`src/rtl/entity_update_scheduler.sv`:
```
// entity_update_scheduler
//   Per-frame walker over the entity slots. On a frame trigger each slot is
//   visited in index order. An active slot gets a one-cycle update strobe, and
//   the walker then waits a bounded time for that slot's done handshake. When
//   the slot answers in time, its new tile is compared against the sword tile
//   and the player tile. A sword hit produces a kill pulse and masks any player
//   hit from that slot. One player-hit verdict is published per frame.
//
// Ports
//   clk, reset       system clock, synchronous active-high reset
//   frame_trigger    1-cycle pulse that starts a frame walk
//   slot_active      per-slot live flag
//   slot_done        per-slot done level; only the current slot is sampled, and only in WAIT
//   slot_pos         per-slot tile xxxx_yyyy, slot i at [8i+7:8i]
//   player_pos       player tile xxxx_yyyy
//   sword_position   sword tile xxxx_yyyy (8'hFF = none)
//   sword_visible    4'b0001 = sword shown
//   slot_update_en   one-hot update strobe (ISSUE cycle)
//   slot_kill        one-hot kill pulse, registered from the CHECK cycle
//   player_hit       verdict of the last completed frame
//   frame_done       1-cycle pulse while in DONE
//   busy             high outside IDLE
//   timeout_flags    sticky per-slot timeout record
//   frame_overrun    sticky: trigger seen while busy
//
// state | meaning
// IDLE  | waiting for frame_trigger
// SCAN  | look at slot idx; skip it in one cycle if inactive
// ISSUE | strobe slot idx, load the done timer
// WAIT  | wait for slot_done[idx] or timer expiry
// CHECK | compare slot tile against sword / player tiles
// DONE  | publish player_hit, pulse frame_done

module entity_update_scheduler #(
    parameter int NUM_SLOTS = 4,
    parameter int TIMEOUT   = 15
) (
    input  logic                   clk,
    input  logic                   reset,
    input  logic                   frame_trigger,
    input  logic [NUM_SLOTS-1:0]   slot_active,
    input  logic [NUM_SLOTS-1:0]   slot_done,
    input  logic [8*NUM_SLOTS-1:0] slot_pos,
    input  logic [7:0]             player_pos,
    input  logic [7:0]             sword_position,
    input  logic [3:0]             sword_visible,
    output logic [NUM_SLOTS-1:0]   slot_update_en,
    output logic [NUM_SLOTS-1:0]   slot_kill,
    output logic                   player_hit,
    output logic                   frame_done,
    output logic                   busy,
    output logic [NUM_SLOTS-1:0]   timeout_flags,
    output logic                   frame_overrun
);

    localparam int             IDX_W    = 3;
    localparam logic [IDX_W-1:0] LAST_IDX = IDX_W'(NUM_SLOTS - 1);
    // Down-counter loaded so that expiry lands on the TIMEOUT-th WAIT cycle.
    localparam logic [7:0]     TMO_LOAD = 8'(TIMEOUT - 1);

    typedef enum logic [2:0] {
        S_IDLE,
        S_SCAN,
        S_ISSUE,
        S_WAIT,
        S_CHECK,
        S_DONE
    } state_t;

    state_t               state;
    logic [IDX_W-1:0]     idx;
    logic [7:0]           timer;
    logic                 hit_acc;

    logic [NUM_SLOTS-1:0] idx_onehot;
    logic                 active_cur;
    logic                 done_cur;
    logic [7:0]           cur_pos;
    logic                 sword_match;
    logic                 player_match;
    logic                 is_last;

    always_comb begin
        idx_onehot = NUM_SLOTS'(1) << idx;
        active_cur = |(slot_active & idx_onehot);
        done_cur   = |(slot_done & idx_onehot);
        cur_pos    = 8'hFF;
        for (int i = 0; i < NUM_SLOTS; i++) begin
            if (idx == IDX_W'(i)) begin
                cur_pos = slot_pos[8*i +: 8];
            end
        end
        // A tile of 8'hFF never matches anything, so "no sword" and unplaced slots are inert.
        sword_match  = (sword_visible == 4'b0001) && (sword_position != 8'hFF) &&
                       (cur_pos == sword_position);
        player_match = (player_pos != 8'hFF) && (cur_pos == player_pos);
        is_last      = (idx == LAST_IDX);
    end

    assign slot_update_en = (state == S_ISSUE) ? idx_onehot : '0;
    assign frame_done     = (state == S_DONE);
    assign busy           = (state != S_IDLE);

    always_ff @(posedge clk) begin
        if (reset) begin
            state         <= S_IDLE;
            idx           <= '0;
            timer         <= '0;
            hit_acc       <= 1'b0;
            slot_kill     <= '0;
            player_hit    <= 1'b0;
            timeout_flags <= '0;
            frame_overrun <= 1'b0;
        end else begin
            slot_kill <= '0;
            // A trigger while busy, DONE included, is dropped and only recorded.
            if (frame_trigger && (state != S_IDLE)) begin
                frame_overrun <= 1'b1;
            end
            case (state)
                S_IDLE: begin
                    if (frame_trigger) begin
                        state   <= S_SCAN;
                        idx     <= '0;
                        hit_acc <= 1'b0;
                    end
                end
                S_SCAN: begin
                    if (active_cur) begin
                        state <= S_ISSUE;
                    end else if (is_last) begin
                        state <= S_DONE;
                    end else begin
                        idx <= idx + 1'b1;
                    end
                end
                S_ISSUE: begin
                    timer <= TMO_LOAD;
                    state <= S_WAIT;
                end
                S_WAIT: begin
                    if (done_cur) begin
                        state <= S_CHECK;
                    end else if (timer == '0) begin
                        // An abandoned slot is never position-checked.
                        timeout_flags <= timeout_flags | idx_onehot;
                        if (is_last) begin
                            state <= S_DONE;
                        end else begin
                            idx   <= idx + 1'b1;
                            state <= S_SCAN;
                        end
                    end else begin
                        timer <= timer - 1'b1;
                    end
                end
                S_CHECK: begin
                    if (sword_match) begin
                        slot_kill <= idx_onehot;
                    end else if (player_match) begin
                        hit_acc <= 1'b1;
                    end
                    if (is_last) begin
                        state <= S_DONE;
                    end else begin
                        idx   <= idx + 1'b1;
                        state <= S_SCAN;
                    end
                end
                S_DONE: begin
                    player_hit <= hit_acc;
                    state      <= S_IDLE;
                end
                default: state <= S_IDLE;
            endcase
        end
    end

endmodule

```
`config.mk`:
```
export PLATFORM = sky130hd
export DESIGN_NAME = entity_update_scheduler
export DESIGN_NICKNAME = d
export VERILOG_FILES = /design/src/rtl/entity_update_scheduler.sv
export SDC_FILE = /design/constraint.sdc
export NUM_CORES = 1
export LEC_CHECK = 0
export CELL_PAD_IN_SITES_DETAIL_PLACEMENT = 2
export CELL_PAD_IN_SITES_GLOBAL_PLACEMENT = 2
export CORE_MARGIN = 2
export CORE_UTILIZATION = 24
export DETAILED_ROUTE_END_ITERATION = 10
export GPL_ROUTABILITY_DRIVEN = 0
export GPL_TIMING_DRIVEN = 0
export PLACE_DENSITY_LB_ADDON = 0.1
export SKIP_CTS_REPAIR_TIMING = 1
export SLEW_MARGIN = 20
export SYNTH_ARGS = -nofsm -noshare
export SYNTH_HDL_FRONTEND = slang
export SYNTH_SLANG_ARGS = --single-unit
```
`constraint.sdc`:
```
create_clock -name clk -period 3.65 [get_ports clk]
set_clock_uncertainty 0.1 [all_clocks]
set_input_delay 0.365 -clock clk [delete_from_list [all_inputs] [get_ports clk]]
set_output_delay 0.365 -clock clk [all_outputs]
set_load 0.05 [all_outputs]
```
==> run_results.csv <==
group,metric,value,unit
timing,hold_viol_final,0,
timing,setup_tns,0,ns
logic_synthesis,synth_area_leaders,"dfxtp_1, nor2_1, ha_1",
timing,setup_ws,0.243,ns
logic_synthesis,ys_ff_latch,25,
routing,dr_total_vias,2322,
logic_synthesis,syn_area,2070,um2
floorplan,io_pins,79,
place,portBuffers,78,
hold_path,min_path_type,"flip-flop to flip-flop",
worst_setup_path,crit_type,"flip-flop to flip-flop",
clock_tree,root_buffer,"clkbuf_8",
routing,vias_per_cell,5.18,
timing,slew_viol_final,0,
finish,drive_gt1_share,7.58,%
logic_synthesis,synth_largest_area_cell,"dfxtp_1",
place,post-place-ws,0.222,ns
logic_synthesis,yosys_most_used_dff,"dfxtp_1",
worst_setup_path,arrival,3.48,ns
timing,final.min_clock_period,3.41,ns
global_routing,grt_pass1_vias,2515,
finish,layout.nets,414,
clock_tree,cts.sinks,25,
worst_setup_path,max_stage_delay,0.62,ns
logic_synthesis,synth_top_cell_area_share,24.2,%
logic_synthesis,yosysMostFrequentCell,"nor2_1",
timing,setup_viol,0,
clock_tree,ctsHtreeMaxLevel,1,
routing,drc,0,
pwr,p_leak,1.03,nW
worst_setup_path,cp_slowest_cell,"or4b_4",
finish,ff_latch_area,500,um2
finish,multi_input_area,1430,um2
global_routing,grt_pass1_wl,13.9,mm
global_routing,overflow,0,
pwr,power.total,0.908,mW
logic_synthesis,syn_area_per_cell,7.92,um2
routing,drtAntennaViolNets,0,
floorplan,num_rows,33,
finish,area_growth,46.5,%
routing,drt_iter0_drc,69,
status,status,"finished clean",
logic_synthesis,syn-instance-count,261,
pwr,ir_drop,166,uV
place,hpwl,6.77,mm
routing,routed_wl,8.51,mm
clock_tree,insertion_delay,0.28,ns
logic_synthesis,ys_warn_count,0,
logic_synthesis,syn_nets,331,
timing,rsz0062_at_grt,"false",
timing,fmax,0.293,GHz
clock_tree,path_clk_slew,0.11,ns
clock_tree,cts_tree,"done",
pwr,p_per_area,300,nW/um2
floorplan,initial_core_util,24.9,%
floorplan,dieWidth,96.8,um
global_routing,grt.total_usage,18.3,%
worst_setup_path,startpoint_type,"flip-flop",
timing,worst_slew_pin_slew,0.622,ns
logic_synthesis,ys_seq_area_share,24.2,%
clock_tree,cts.path.max_buffers,2,
routing,drtPass1Iterations,4,
finish,antenna_cells,0,
floorplan,dieArea,9370,um2
logic_synthesis,async_flop_share,0,%
logic_synthesis,ys_types,63,
global_routing,grt_start_max_net_pins,17,
global_routing,antenna_found_initial,0,
worst_setup_path,cp_cell_sequence,"buf_6 > clkinv_1 > ha_1 > buf_4 > inv_1 > o311ai_0 > and3b_1 > a2111o_1 > or4b_4 > a31o_1",
logic_synthesis,synthTopCellsByCount,"nor2_1, dfxtp_1, nand2_1",
finish,fillers,975,
timing,slew_headroom,58.2,%
floorplan,die-height,96.8,um
timing,timing.final.crit_share,93.4,%
clock_tree,cts_made_buffers,3,
worst_setup_path,end_kind,"flip-flop",
worst_setup_path,required,3.72,ns
floorplan,core_region_area,8300,um2
worst_setup_path,crit_fanout,10,
run,maxCapViolCount,0,
routing,routedWlPerCell,19.0,um
logic_synthesis,synth_edf_count,0,
## routing by layer
metal  vias up  share of wire [%]  wire length (um)  global-route usage, %
li1       1135                  -                 -                      -
met3         4                3.6               304                   3.03
met5         -                  0                 0                      0
met4         0               0.62                53                   2.06
met1      1124                 52              4380                   26.6
met2        59                 44              3770                   29.4
## final cells by class
| class | instances | area share [%] |
|---|---|---|
| Tap cell | 105 | 4.34 |
| Inverter | 12 | 1.49 |
| Buffer | 14 | 2.97 |
| Clock buffer | 3 | 1.36 |
| Sequential cell | 25 | 16.5 |
| Timing Repair Buffer | 78 | 25.8 |
| Multi-Input combinational cell | 210 | 47.3 |
| Clock inverter | 1 | 0.289 |
## flip-flops by register name, indices dropped and copies added, names as in the netlist
| signal | cells |
|---|---|
| frame_overrun | 1 |
| timeout_flags | 4 |
| hit_acc | 1 |
| state | 3 |
| slot_kill | 4 |
| idx | 3 |
| player_hit | 1 |
| timer | 8 |
## worst max-delay path, delay by kind of cell, from the launching register on
family	cells	cell delay, ns
buffers and inverters	4	0.83
flip-flops	1	0.38
AO/OA/AOI/OAI	3	0.86
adder cells (fa/ha/maj)	1	0.27
AND/OR/NAND/NOR	2	0.86
## power breakdown
group          internal (mW)  switching [mW]
Combinational          0.192           0.224
Clock                 0.0802           0.102
Sequential             0.291          0.0192
Total                  0.563           0.346
## final timing paths
check | from | end | slack (ns) | depth (start not counted)
max | idx[2] | hit_acc | 0.24 | 10
max reg2reg | idx[2] | hit_acc | 0.24 | 10
min reg2reg | frame_overrun | frame_overrun | 0.39 | 2
min | frame_overrun | frame_overrun | 0.39 | 2
## cell usage in the layout, fill, tap and decap left out, types with 4 or more instances in the layout
cell type         n
xor2_1            6
nor2_1           30
clkbuf_1          5
nor3b_1           6
o21ai_0           9
nor3_2            4
ha_1              7
clkdlybuf4s50_1  78
a31oi_1           5
nor3_1            9
nand3_1           9
dfxtp_1          25
nand2b_1          8
inv_1            11
o31ai_1           8
o311ai_0          4
a21oi_1           9
xnor2_1           6
nand2_1          18
a211oi_1          7
nor4_1            4
nor2b_1           9
## through the flow
| stage | cells | utilization, % | instance area (um2) | hold WS [ns] |
|---|---|---|---|---|
| floorplan | 261 | - | 2070 | 0.364 |
| global placement | 444 | 35.9 | 2980 | 0.353 |
| detailed placement | 444 | 35.9 | 2980 | 0.376 |
| CTS | 448 | 36.5 | 3030 | 0.402 |
| global route | 448 | 36.5 | 3030 | 0.452 |
| finish | 448 | 36.5 | 3030 | 0.388 |
## cells by family after synthesis
family          share of synthesized area [%]
simple gates                             31.1
compound gates                           26.8
buf+inv                                  6.54
flops                                    24.2
xor+xnor                                 5.08
fa+ha+maj                                4.24
mux                                      2.06
Note: power is estimated with default switching activity, not from simulation.
